**config.mk**
```make
export PLATFORM = sky130hd
export DESIGN_NAME = friscv_fetch_unit
export DESIGN_NICKNAME = d
export VERILOG_FILES = /design/src/rtl/friscv_fetch_unit.sv
export SDC_FILE = /design/constraint.sdc
export NUM_CORES = 1
export LEC_CHECK = 0
export CORE_MARGIN = 5
export CORE_UTILIZATION = 45
export DETAILED_ROUTE_END_ITERATION = 8
export PLACE_DENSITY = 0.69
export SLEW_MARGIN = 10
export SYNTH_ARGS = -nofsm -noshare
export SYNTH_HDL_FRONTEND = slang
export SYNTH_SLANG_ARGS = --single-unit
```
**constraint.sdc**
```tcl
create_clock -name clk -period 3.4 [get_ports clk]
set_clock_uncertainty 0.15 [all_clocks]
set_input_delay 1.02 -clock clk [delete_from_list [all_inputs] [get_ports clk]]
set_output_delay 1.02 -clock clk [all_outputs]
set_load 0.03 [all_outputs]
```
**src/rtl/friscv_fetch_unit.sv**
```systemverilog
`default_nettype none
// ============================================================================
// Module      : friscv_fetch_unit
// Description : Instruction fetch front end. Issues sequential word requests
//               to instruction memory, collects in-order responses into a
//               prefetch FIFO and presents them to decode with a valid/ready
//               handshake. A redirect flushes the FIFO, restarts fetching at
//               the new target and silently drops responses that were still
//               in flight.
// Revision    : 1.0 - initial release
// ----------------------------------------------------------------------------
// Parameters
//   ARCH       : address / instruction width in bits
//   FIFO_DEPTH : prefetch buffer entries (power of two, >= 2)
//   RESET_PC   : first fetch address after reset (word aligned)
// Ports
//   clk              in   clock, rising edge
//   rst_n            in   asynchronous active-low reset
//   fetch_en_in      in   allows new memory requests
//   imem_req_out     out  memory request valid
//   imem_addr_out    out  memory request word address
//   imem_gnt_in      in   request accepted this cycle
//   imem_rvalid_in   in   response valid (strictly in request order)
//   imem_rdata_in    in   response instruction word
//   redirect_in      in   taken branch/jump: flush and refetch
//   redirect_addr_in in   new fetch target
//   instr_valid_out  out  instr_out / instr_pc_out valid
//   instr_ready_in   in   decode accepts the presented instruction
//   instr_out        out  fetched instruction
//   instr_pc_out     out  address of instr_out
// ============================================================================
module friscv_fetch_unit #(
    parameter int              ARCH       = 32,
    parameter int              FIFO_DEPTH = 4,
    parameter logic [ARCH-1:0] RESET_PC   = '0
) (
    input  logic            clk,
    input  logic            rst_n,
    input  logic            fetch_en_in,
    output logic            imem_req_out,
    output logic [ARCH-1:0] imem_addr_out,
    input  logic            imem_gnt_in,
    input  logic            imem_rvalid_in,
    input  logic [ARCH-1:0] imem_rdata_in,
    input  logic            redirect_in,
    input  logic [ARCH-1:0] redirect_addr_in,
    output logic            instr_valid_out,
    input  logic            instr_ready_in,
    output logic [ARCH-1:0] instr_out,
    output logic [ARCH-1:0] instr_pc_out
);

    localparam int c_cnt_w = $clog2(FIFO_DEPTH + 1);
    localparam int c_ptr_w = $clog2(FIFO_DEPTH);

    localparam logic [c_cnt_w-1:0] c_cnt_one  = c_cnt_w'(1);
    localparam logic [c_ptr_w-1:0] c_ptr_one  = c_ptr_w'(1);
    localparam logic [c_cnt_w:0]   c_depth    = (c_cnt_w + 1)'(FIFO_DEPTH);
    localparam logic [ARCH-1:0]    c_pc_step  = ARCH'(4);

    typedef enum logic [1:0] {
        IDLE  = 2'd0,
        RUN   = 2'd1,
        FLUSH = 2'd2
    } state_t;

    state_t              r_state;
    state_t              w_state_next;

    logic [ARCH-1:0]     r_pc;          // address of the next request
    logic [ARCH-1:0]     r_resp_pc;     // address of the oldest outstanding request
    logic [c_cnt_w-1:0]  r_outstanding; // granted, response not yet returned
    logic [c_cnt_w-1:0]  r_discard;     // stale responses still to be dropped

    logic [ARCH-1:0]     r_mem_instr [FIFO_DEPTH];
    logic [ARCH-1:0]     r_mem_pc    [FIFO_DEPTH];
    logic [c_ptr_w-1:0]  r_rd_ptr;
    logic [c_ptr_w-1:0]  r_wr_ptr;
    logic [c_cnt_w-1:0]  r_count;

    logic                w_grant;
    logic                w_resp_run;
    logic                w_push;
    logic                w_pop;
    logic [c_cnt_w:0]    w_credit_used;
    logic [c_cnt_w-1:0]  w_discard_base;
    logic [c_cnt_w-1:0]  w_discard_next;
    logic [ARCH-1:0]     w_redirect_pc;
    logic                w_unused_addr_lsb;

    // The target is forced to word alignment; the low bits carry no meaning.
    assign w_redirect_pc     = {redirect_addr_in[ARCH-1:2], 2'b00};
    assign w_unused_addr_lsb = ^redirect_addr_in[1:0];

    assign imem_addr_out   = r_pc;
    assign instr_valid_out = (r_count != '0);
    assign instr_out       = instr_valid_out ? r_mem_instr[r_rd_ptr] : '0;
    assign instr_pc_out    = instr_valid_out ? r_mem_pc[r_rd_ptr]    : '0;

    // Every in-flight request owns a FIFO slot, so the buffer can never
    // overflow regardless of how long decode stalls.
    assign w_credit_used = {1'b0, r_count} + {1'b0, r_outstanding};

    assign w_grant    = imem_req_out & imem_gnt_in;
    assign w_resp_run = imem_rvalid_in & (r_state == RUN) & (r_outstanding != '0);
    assign w_push     = w_resp_run & ~redirect_in;
    assign w_pop      = instr_valid_out & instr_ready_in & ~redirect_in;

    // ------------------------------------------------------------------------
    // Next state, request generation and discard bookkeeping
    // ------------------------------------------------------------------------
    always_comb begin
        w_state_next   = r_state;
        imem_req_out   = 1'b0;

        // Responses still owed by memory: in FLUSH these are the ones being
        // dropped, otherwise the live outstanding ones. A response arriving
        // this cycle is already accounted for.
        w_discard_base = (r_state == FLUSH) ? r_discard : r_outstanding;
        w_discard_next = w_discard_base;
        if (imem_rvalid_in && (w_discard_base != '0)) begin
            w_discard_next = w_discard_base - c_cnt_one;
        end

        if ((r_state == RUN) && fetch_en_in && !redirect_in &&
            (w_credit_used < c_depth)) begin
            imem_req_out = 1'b1;
        end

        if (redirect_in) begin
            if (w_discard_next != '0) begin
                w_state_next = FLUSH;
            end else if (fetch_en_in) begin
                w_state_next = RUN;
            end else begin
                w_state_next = IDLE;
            end
        end else begin
            case (r_state)
                IDLE: begin
                    if (fetch_en_in) begin
                        w_state_next = RUN;
                    end
                end
                RUN: begin
                    if (!fetch_en_in && (r_outstanding == '0)) begin
                        w_state_next = IDLE;
                    end
                end
                FLUSH: begin
                    if (w_discard_next == '0) begin
                        w_state_next = fetch_en_in ? RUN : IDLE;
                    end
                end
                default: w_state_next = IDLE;
            endcase
        end
    end

    // ------------------------------------------------------------------------
    // Control state
    // ------------------------------------------------------------------------
    always_ff @(posedge clk or negedge rst_n) begin
        if (!rst_n) begin
            r_state       <= IDLE;
            r_pc          <= RESET_PC;
            r_resp_pc     <= RESET_PC;
            r_outstanding <= '0;
            r_discard     <= '0;
            r_rd_ptr      <= '0;
            r_wr_ptr      <= '0;
            r_count       <= '0;
        end else begin
            r_state <= w_state_next;

            if (redirect_in) begin
                // Redirect wins over pop, push and grant in the same cycle.
                r_pc          <= w_redirect_pc;
                r_resp_pc     <= w_redirect_pc;
                r_outstanding <= '0;
                r_discard     <= w_discard_next;
                r_rd_ptr      <= '0;
                r_wr_ptr      <= '0;
                r_count       <= '0;
            end else begin
                if (w_grant) begin
                    r_pc <= r_pc + c_pc_step;
                end
                if (w_push) begin
                    r_resp_pc <= r_resp_pc + c_pc_step;
                end

                case ({w_grant, w_resp_run})
                    2'b10:   r_outstanding <= r_outstanding + c_cnt_one;
                    2'b01:   r_outstanding <= r_outstanding - c_cnt_one;
                    default: r_outstanding <= r_outstanding;
                endcase

                r_discard <= (r_state == FLUSH) ? w_discard_next : '0;

                if (w_push) begin
                    r_wr_ptr <= r_wr_ptr + c_ptr_one;
                end
                if (w_pop) begin
                    r_rd_ptr <= r_rd_ptr + c_ptr_one;
                end

                case ({w_push, w_pop})
                    2'b10:   r_count <= r_count + c_cnt_one;
                    2'b01:   r_count <= r_count - c_cnt_one;
                    default: r_count <= r_count;
                endcase
            end
        end
    end

    // ------------------------------------------------------------------------
    // FIFO storage; contents are only observable while occupancy is non-zero
    // ------------------------------------------------------------------------
    always_ff @(posedge clk) begin
        if (w_push) begin
            r_mem_instr[r_wr_ptr] <= imem_rdata_in;
            r_mem_pc[r_wr_ptr]    <= r_resp_pc;
        end
    end

endmodule
`default_nettype wire

```
Word-level counts from Yosys, hierarchy flattened
Memories as Yosys holds them, arrays and structs flattened.
Cells that the tools add are included.
- bits in latches: 0
- word-level logic and storage cells: 85
- bits in registers: 79
- memories kept: 2
- RAM bits: 256
- bits in read-only memories: 0
- equal/unequal tests: 9
- $lt $le $gt $ge: 1
- div/mod/pow operators: 0
- add/sub/neg operators: 10
- bitwise gates (word level): 7
- multiplexer cells: 28
- shift-type cells: 0
- multipliers: 0
- reductions and logical operators: 20
- memories (memory ; depth ; bits a word ; rd ports ; clocked after memory_dff ; wr ports ; RTL line ; text):
    r_mem_instr ; 4 ; 32 ; 1 ; 0 ; 1 ; 75 ; logic [ARCH-1:0] r_mem_instr [FIFO_DEPTH];
    r_mem_pc ; 4 ; 32 ; 1 ; 0 ; 1 ; 76 ; logic [ARCH-1:0] r_mem_pc [FIFO_DEPTH];
- operators by type and width (operator ; number):
    $mux W32 ; 6
    $add A32 B3 Y32 const B ; 2
    $mux W2 ; 9
    $mux W3 ; 6
    $reduce_bool A3 Y1 ; 6
    $pmux W3 S2 ; 2
    $sub A3 B1 Y3 const B ; 3
    $add A3 B1 Y3 const B ; 2
    $and A1 B1 Y1 ; 6
    $eq A2 B1 Y1 const B ; 3
    $eq A2 B2 Y1 const B ; 3
    $logic_not A3 Y1 ; 2
    $ne A3 B2 Y1 const B ; 2
    $pmux W2 S3 ; 1
    $reduce_bool A2 Y1 ; 3
    $logic_and A1 B1 Y1 ; 5
    $add A2 B1 Y2 const B ; 2
    $add A3 B3 Y4 ; 1
    $lt A4 B3 Y1 const B ; 1
    $mux W1 ; 4
    $ne A3 B3 Y1 const B ; 1
    $reduce_and A3 Y1 ; 1
    $logic_not A1 Y1 ; 2
    $logic_not A2 Y1 ; 1
    $not A1 Y1 ; 1

Logic depth before layout (Yosys ltp)
Gate-level depths: netlist of the first run.
- depth in word-level cells: 9
- depth in mapped cells: 11
- depth with buffers taken out: 9

Worst setup path after synthesis of the first run
Ideal clock, no wire load.
- path type: input to register
- from: input imem_rvalid_in
- to: memory r_mem_instr[0][0], enable pin
- cell stages on the path: 4
- arrival: 3235 ps
- slack: -412 ps
- cell sequence: and3b_1 and2_1 clkbuf_1 and3_1
- cells in the longest elaborated chain, start to end: 5
- ends and longest elaborated chain (what ; RTL line ; text):
    start: declaration ; 43 ; input logic imem_rvalid_in,
    $and A1 B1 Y1 (2 in a row) ; 105 ; assign w_resp_run = imem_rvalid_in & (r_state == RUN) & (r_outstanding != '0);
    $and A1 B1 Y1 ; 106 ; assign w_push = w_resp_run & ~redirect_in;
    $mux W1 ; 221 ; if (w_push) begin
    $mux W1 (implied by the code) ; 222 ; r_mem_instr[r_wr_ptr] <= imem_rdata_in;
    end: declaration ; 75 ;
Every way passes these cells.

Worst setup path in the final report of the first run
- from: register r_rd_ptr[0]
- to: output instr_pc_out[19]
- cells in the longest elaborated chain, start to end: 2
- ends and longest elaborated chain (what ; RTL line ; text):
    start: declaration ; 77 ; logic [c_ptr_w-1:0] r_rd_ptr;
    start signal: assignment ; 205 ; r_rd_ptr <= r_rd_ptr + c_ptr_one;
    $mem_v2 Z4 W32 ; n/a ;
    $mux W32 ; 98 ; assign instr_pc_out = instr_valid_out ? r_mem_pc[r_rd_ptr] : '0;
    end: declaration ; 50 ; output logic [ARCH-1:0] instr_pc_out
Every way passes these cells.

==> insert_results.sql, run 1 <==
INSERT INTO impl_metrics (metric_group, metric, value, unit) VALUES
('critical_path', 'worst_setup_path_start_kind', 'register', ''),
('synth', 'ys.flop_type', 'edfxtp_1', ''),
('synth', 'syn_area', '13800', 'sq um'),
('sta', 'worst_slew_margin_rel', '42.8', '%'),
('synth', 'synthCells', '878', ''),
('drt', 'maxUsedRoutingLayer', 'met4', ''),
('floorplanning', 'rows', '64', ''),
('clock_tree', 'cts.reportedPaths.clkPinSlew', '0.06', 'ns'),
('placed_design', 'place_ws', '-0.0430', 'ns'),
('drt', 'drt_iter0_drc', '434', ''),
('clock_tree', 'cts_root_buf', 'clkbuf_16', ''),
('drt', 'wl_met2', '14000', 'um'),
('critical_path', 'timing.critical_path.to_type', 'output pin', ''),
('power', 'power-per-cell-area', '655', 'nW/um^2'),
('global_routing', 'first_global_vias', '8413', ''),
('synth', 'post_synthesis_sequential_area_ratio', '67.7', '%'),
('floorplanning', 'die-width', '185', 'um'),
('floorplanning', 'floorplan.die.height', '185', 'um'),
('synth', 'synth.area.top_cells', 'edfxtp_1 54%, dfrtp_1 14%, mux4_2 10%', ''),
('sta', 'hold_ws', '0.367', 'ns'),
('sta', 'drv_slew', '0', ''),
('floorplanning', 'ioPinCount', '169', ''),
('synth', 'synth_enable_flop_cells', '248', ''),
('clock_tree', 'cts-buffers-inserted', '35', ''),
('cells_and_area', 'area_growth_syn_to_layout', '25.6', '%'),
('synth', 'post_synth.cell_area_avg', '15.7', 'sq um'),
('drt', 'drt_drc_violations_left', '0', ''),
('synth', 'library_cells_used_by_synthesis', '55', ''),
('global_routing', 'grt_pass1_wl', '47200', 'um'),
('power', 'total_leakage_power', '5.96', 'nW'),
('sta', 'fmax', '0.295', 'GHz'),
('sta', 'setup-violations-final', '0', ''),
('placed_design', 'portBuffers', '162', ''),
('sta', 'rsz0062_at_grt', 'true', ''),
('synth', 'postSynthRegisterBits', '323', ''),
('synth', 'most_common_library_cells_after_synthesis', '248 x edfxtp_1, 75 x dfrtp_1, 66 x and2_1, 62 x mux4_2, 52 x nand2_1', ''),
('drt', 'wire_length_on_met1', '13300', 'um'),
('clock_tree', 'cts_max_path_buffers', '3', ''),
('drt', 'met3WireLength', '1820', 'um'),
('sta', 'tcrit_tclk_final', '99.8', '%'),
('drt', 'routed_via_density', '5.43', ''),
('drt', 'vias', '8113', ''),
('global_routing', 'grt_start_max_net_pins', '67', ''),
('clock_tree', 'cts_max_level', '2', ''),
('floorplanning', 'start_util', '45.3', '%'),
('drt', 'antenna_left', '0', ''),
('critical_path', 'path_cells', 'buf_4, clkbuf_16, mux4_2, and2_1, clkdlybuf4s15_2', ''),
('synth', 'yosys.area.top_type_share', '54.0', '%'),
('critical_path', 'reg2regPathDepth', '8', ''),
('critical_path', 'cpPeakStageDelay', '0.48', 'ns'),
('critical_path', 'worstPathArrival', '2.22', 'ns'),
('cells_and_area', 'nNetsFinal', '1154', ''),
('synth', 'synth_top_cell_by_area', 'edfxtp_1', ''),
('drt', 'tritonroute_pass_1_iters', '5', ''),
('outcome', 'run_status', 'finished, final reports clean', ''),
('clock_tree', 'cts_tree', 'done', ''),
('sta', 'hold_viol', '0', ''),
('critical_path', 'critPathMaxFanout', '8', ''),
('sta', 'setup_slack', '0.00633', 'ns'),
('cells_and_area', 'post-route-util', '56.9', '%'),
('synth', 'synth_most_common_cell', 'edfxtp_1', ''),
('placed_design', 'dp_hpwl', '18800', 'um'),
('global_routing', 'number_of_antenna_violations_at_the_first_check_in_global_routing', '0', ''),
('critical_path', 'cp_slowest_cell', 'dfrtp_4', ''),
('drt', 'wl_per_cell', '19.7', 'um'),
('power', 'peakVddDrop', '0.312', 'mV'),
('clock_tree', 'clock_insertion_delay_worst_skew', '0.51', 'ns'),
('synth', 'yosys_warnings', '0', ''),
('floorplanning', 'placeable_core_area', '30400', 'sq um'),
('run', 'maxCapViolations', '0', ''),
('sta', 'timing.final.crit_period', '3.39', 'ns'),
('synth', 'async_reset_ff_share', '23.2', '%'),
('critical_path', 'crit_required', '2.23', 'ns'),
('drt', 'detail_route.wirelength', '29500', 'um'),
('critical_path', 'timing_worst_setup_path_type', 'reg2out', ''),
('sta', 'worst_max_slew_pin_slew', '0.855', 'ns'),
('worst_hold_path', 'hold_path.class', 'in2async', ''),
('placed_design', 'gpl.final_weighted_congestion', '0.831', ''),
('global_routing', 'grt.total_usage', '17.5', '%'),
('global_routing', 'grt.overflow.total', '0', ''),
('cells_and_area', 'share_of_post_route_cells_with_drive_strength_above_1', '22.5', '%'),
('floorplanning', 'design.die.area', '34200', 'sq um'),
('clock_tree', 'cts_num_sinks', '323', '');
==> per-layer routing <==
layer / vias up / track usage (%)
li1: 3756 / -
met1: 4083 / 25.3
met2: 241 / 27.9
met3: 33 / 3.59
met4: 0 / 3.55
met5: - / 0
==> flip-flops by register name, summed over array words and instances (netlist names) <==
signal	count
r_mem_instr	128
r_mem_pc	120
imem_addr_out	30
r_resp_pc	30
r_count	3
r_discard	3
r_outstanding	3
r_rd_ptr	2
r_state	2
r_wr_ptr	2
==> stage by stage <==
stage	TNS (ns)	instance area, sq um	power [mW]	cells
6_report	0	17300	11.3	1495
5_1_grt	-2.28	17300	11.9	1494
2_1_floorplan	0	13800	6.51	881
4_1_cts	-0.805	17300	11.5	1491
3_3_place_gp	-0.0458	16100	7.77	1426
3_5_place_dp	-0.0430	16100	7.79	1426
==> worst paths after layout <==
kind                                         startpoint                       endpoint  slack [ns]
setup reg to reg           r_outstanding[2]$_DFFE_PN0P_   r_outstanding[2]$_DFFE_PN0P_        0.69
hold reg to reg                  r_state[1]$_DFFE_PN0P_         r_state[0]$_DFFE_PN0P_        0.37
max in group asynchronous                         rst_n        r_rd_ptr[1]$_DFFE_PN0P_        1.99
hold / removal                                    rst_n  imem_addr_out[18]$_DFFE_PN0N_        0.37
setup / recovery                r_rd_ptr[0]$_DFFE_PN0P_               instr_pc_out[19]       0.006
min in group clk                 r_state[1]$_DFFE_PN0P_         r_state[0]$_DFFE_PN0P_        0.37
==> timing repair <==
item / CTS / global route
resized for setup: 141 / 33
hold buffers: 0 / 0
endpoints found under the setup margin: 58 / 48
setup buffers: 1 / 2
cloned: 0 / 1
==> critical path, delay by kind of cell, from the launching register on <==
kind                   cells  cell delay [ns]
flip-flops                 1             0.48
multiplexers               1             0.48
buffers and inverters      3             0.58
AND/OR/NAND/NOR            1             0.16
==> placed cells by master, fill, tap and decap left out, types with 22 or more instances in the layout <==
cell type,count
edfxtp_1,248
clkdlybuf4s50_1,95
dfrtp_1,72
and2_1,65
mux4_2,62
nand2_1,52
nor2_1,37
clkbuf_16,37
clkdlybuf4s15_2,33
buf_4,32
nand3_1,29
xnor2_1,25
o21ai_0,24
inv_1,22
==> kinds of logic (layout without fill, tap and decap cells) <==
family | count (synthesis) | after routing | synth area share [%]
XOR/XNOR | 41 | 41 | 2.61
multiplexers | 78 | 78 | 11.4
other | 1 | 5 | 0.0272
AO/OA/AOI/OAI | 88 | 88 | 4.12
AND/OR/NAND/NOR | 267 | 267 | 10.8
flip-flops | 323 | 323 | 67.7
buffers and inverters | 68 | 285 | 2.14
adder cells (fa/ha/maj) | 12 | 12 | 1.20
==> final cells by class <==
cell class / count / area, sq um
clock inverter: 20 / 220
inverter: 22 / 82.6
tap: 396 / 495
fill: 2400 / 13100
clock buffer: 44 / 931
antenna: 1 / 2.50
timing repair buffer: 199 / 2060
multi-input combinational: 490 / 4190
sequential: 323 / 9330
==> report_power, final <==
part / switching, mW / internal [mW] / total (mW)
sequential: 0.192 / 4.41 / 4.60
clock: 1.48 / 2.26 / 3.75
combinational: 1.68 / 1.32 / 2.99
Note: power is estimated with default switching activity, not from simulation.
==> run 2: changes to the inputs <==
REMOVE_ABC_BUFFERS = 1   (was not set)
==> run 2 against run 1 <==
  * Critical path depth stayed put
  * Register-to-register slack improved by 0.05 ns
  * Wire length up 3.0%
  * Utilization increased by 1.1 points
  * Clock power rose by 6.4%
  * Non-clock buffer count up 5
  * Critical path type unchanged
  * Largest power group unchanged
==> insert_results.sql, run 2 (synthesized netlist as in run 1, its figures left out) <==
INSERT INTO impl_metrics (metric_group, metric, value, unit) VALUES
('outcome', 'run_status', 'finished, final reports clean', ''),
('drt', 'antenna_left', '0', ''),
('sta', 'drv_slew', '0', ''),
('global_routing', 'number_of_antenna_violations_at_the_first_check_in_global_routing', '0', ''),
('global_routing', 'grt.total_usage', '17.8', '%'),
('critical_path', 'cp_slowest_cell', 'mux4_2', ''),
('critical_path', 'crit-reg2reg-capture', 'r_outstanding[2]$_DFFE_PN0P_', ''),
('clock_tree', 'clock_insertion_delay_worst_skew', '0.50', 'ns'),
('placed_design', 'gpl.final_weighted_congestion', '0.813', ''),
('global_routing', 'grt_pass1_wl', '47600', 'um'),
('sta', 'fmax', '0.295', 'GHz'),
('critical_path', 'path_delay_family', 'buffers and inverters', ''),
('critical_path', 'crit_required', '2.23', 'ns'),
('clock_tree', 'cts_max_path_buffers', '3', ''),
('power', 'power-per-cell-area', '675', 'nW/um^2'),
('floorplanning', 'die-width', '185', 'um'),
('global_routing', 'grt_start_max_net_pins', '67', ''),
('drt', 'drt_drc_violations_left', '0', ''),
('floorplanning', 'rows', '64', ''),
('power', 'reg_power_share', '38.7', '%'),
('critical_path', 'cpPeakStageDelay', '0.47', 'ns'),
('critical_path', 'timing.critical_path.to_type', 'output pin', ''),
('clock_tree', 'cts_max_level', '2', ''),
('floorplanning', 'placeable_core_area', '30400', 'sq um'),
('clock_tree', 'ctsHoldBuffers', '0', ''),
('power', 'swShare', '28.8', '%'),
('run', 'maxCapViolations', '0', ''),
('sta', 'tcrit_tclk_final', '99.7', '%'),
('sta', 'hold_viol', '0', ''),
('sta', 'timing.final.crit_period', '3.39', 'ns'),
('sta', 'worst_slew_margin_rel', '43.7', '%'),
('floorplanning', 'start_util', '45.3', '%'),
('floorplanning', 'ioPinCount', '169', ''),
('cells_and_area', 'commonest_non_fill_non_tap_cells_in_the_layout', '248 x edfxtp_1, 95 x clkdlybuf4s50_1, 72 x dfrtp_1', ''),
('floorplanning', 'design.die.area', '34200', 'sq um'),
('drt', 'detail_route.wirelength', '30400', 'um'),
('power', 'power.share.combinational', '27.8', '%'),
('placed_design', 'dp_hpwl', '19800', 'um'),
('clock_tree', 'cts_root_buf', 'clkbuf_16', ''),
('cells_and_area', 'largest_register_ffs', '128', ''),
('cells_and_area', 'nNetsFinal', '1158', ''),
('drt', 'routed_via_density', '5.44', ''),
('cells_and_area', 'fillers', '2361', ''),
('placed_design', 'portBuffers', '162', ''),
('worst_hold_path', 'hold_path.class', 'in2async', ''),
('drt', 'wl_per_cell', '20.3', 'um'),
('critical_path', 'reg2regPathDepth', '8', ''),
('sta', 'rsz0062_at_grt', 'true', ''),
('clock_tree', 'cts-buffers-inserted', '34', ''),
('cells_and_area', 'area_growth_syn_to_layout', '28.0', '%'),
('critical_path', 'ff2ff_setup_slack', '0.74', 'ns'),
('cells_and_area', 'final_common_cell', 'edfxtp_1', ''),
('cells_and_area', 'reg_top3', 'r_mem_instr: 128 flops, r_mem_pc: 120 flops', ''),
('cells_and_area', 'post-route-util', '58.0', '%'),
('placed_design', 'detailed_place.area', '16100', 'sq um'),
('power', 'peakVddDrop', '0.303', 'mV'),
('critical_path', 'worstPathArrival', '2.22', 'ns'),
('critical_path', 'critical_path_buf_inv_count', '3', ''),
('drt', 'drt_iter0_drc', '545', ''),
('cells_and_area', 'num_antenna_cells', '0', ''),
('global_routing', 'grt.overflow.total', '0', ''),
('clock_tree', 'cts_tree', 'done', ''),
('clock_tree', 'cts_num_sinks', '323', ''),
('power', 'power.share.clock', '33.5', '%'),
('critical_path', 'critPathMaxFanout', '14', ''),
('critical_path', 'timing_worst_setup_path_type', 'reg2out', ''),
('global_routing', 'first_global_vias', '8283', ''),
('cells_and_area', 'regMostFlops', 'r_mem_instr', ''),
('drt', 'tritonroute_pass_1_iters', '5', ''),
('sta', 'worst_max_slew_pin_slew', '0.842', 'ns'),
('floorplanning', 'floorplan.die.height', '185', 'um'),
('power', 'switching_power', '3.42', 'mW'),
('power', 'total_leakage_power', '6.07', 'nW'),
('critical_path', 'r2r-start', 'r_outstanding[2]$_DFFE_PN0P_', ''),
('sta', 'setup-violations-final', '0', ''),
('clock_tree', 'cts.reportedPaths.clkPinSlew', '0.06', 'ns'),
('cells_and_area', 'final_cell_area', '17600', 'sq um'),
('critical_path', 'path_cells', 'buf_12, buf_4, mux4_2, and2_1, clkdlybuf4s15_2', ''),
('critical_path', 'worst_setup_path_start_kind', 'register', ''),
('cells_and_area', 'share_of_post_route_cells_with_drive_strength_above_1', '24.7', '%'),
('drt', 'vias', '8150', ''),
('power', 'internal_power', '8.48', 'mW');
[run 2: cell types whose count changed in the layout (fill, tap and decap cells not counted), moves of 3 or more]
cell	before	now
buf_6	1	22
clkdlybuf4s15_2	33	37
clkbuf_1	8	3
and2_4	1	21
and3_4	0	4
clkbuf_8	0	4
buf_2	14	1
and2_1	65	45
buf_4	32	25
clkinv_2	4	1
buf_12	17	20
and3_2	4	0
[run 2: power by group through the flow]
stage,clock (mW),combinational (mW),sequential [mW]
6_report,3.99,3.31,4.60
2_1_floorplan,0,1.64,4.83
3_5_place_dp,0,3.06,4.69
5_1_grt,4.25,3.56,4.63
3_3_place_gp,0,3.04,4.68
4_1_cts,4.08,3.20,4.60
[run 2: what timing repair did]
action,4_1_cts,5_1_grt
gates resized for setup,143,24
endpoints found under the setup margin,62,59
pin swaps,1,9
setup buffers,5,1
gates cloned,0,1
[run 2: layout make-up]
class / instances / area (sq um) / share of cell area (%)
Timing Repair Buffer: 204 / 2260 / 12.8
Clock buffer: 44 / 992 / 5.62
Tap cell: 396 / 495 / 2.81
Sequential cell: 323 / 9330 / 52.9
Inverter: 22 / 82.6 / 0.468
Multi-Input combinational cell: 490 / 4250 / 24.1
Clock inverter: 18 / 239 / 1.35
[run 2: how the worst max path moves through the flow]
stage	from	to	slack, ns	cells past startpoint
global route	r_rd_ptr[0]$_DFFE_PN0P_	instr_out[17]	-0.08	5
detailed placement	fetch_en_in	imem_addr_out[26]$_DFFE_PN0N_	-0.03	8
CTS	r_rd_ptr[0]$_DFFE_PN0P_	instr_out[17]	-0.03	5
global placement	fetch_en_in	imem_req_out	-0.02	6
floorplan	r_rd_ptr[0]$_DFFE_PN0P_	instr_out[0]	-1.20	2
finish	r_rd_ptr[0]$_DFFE_PN0P_	instr_out[29]	0.01	5
[run 2: metrics by stage]
step                      hold slack (ns)  setup WS, ns  setup TNS, ns  instances  total power, mW
after floorplan                     0.328         -1.20        -146.68        835             6.47
after CTS                           0.369       -0.0327         -0.196       1495             11.9
after global routing                0.392       -0.0775          -1.44       1497             12.4
after global placement              0.363       -0.0160        -0.0160       1428             7.73
final                               0.370       0.00998              0       1497             11.9
after detailed placement            0.369       -0.0285         -0.111       1428             7.75
[run 2: metal layers]
metal | GRT usage, % | up-vias | wire [um]
met5 | 0 | - | 0
met4 | 3.35 | 0 | 384
met3 | 3.65 | 36 | 2010
met2 | 28.4 | 247 | 14200
met1 | 26.1 | 4115 | 13800
li1 | - | 3752 | -
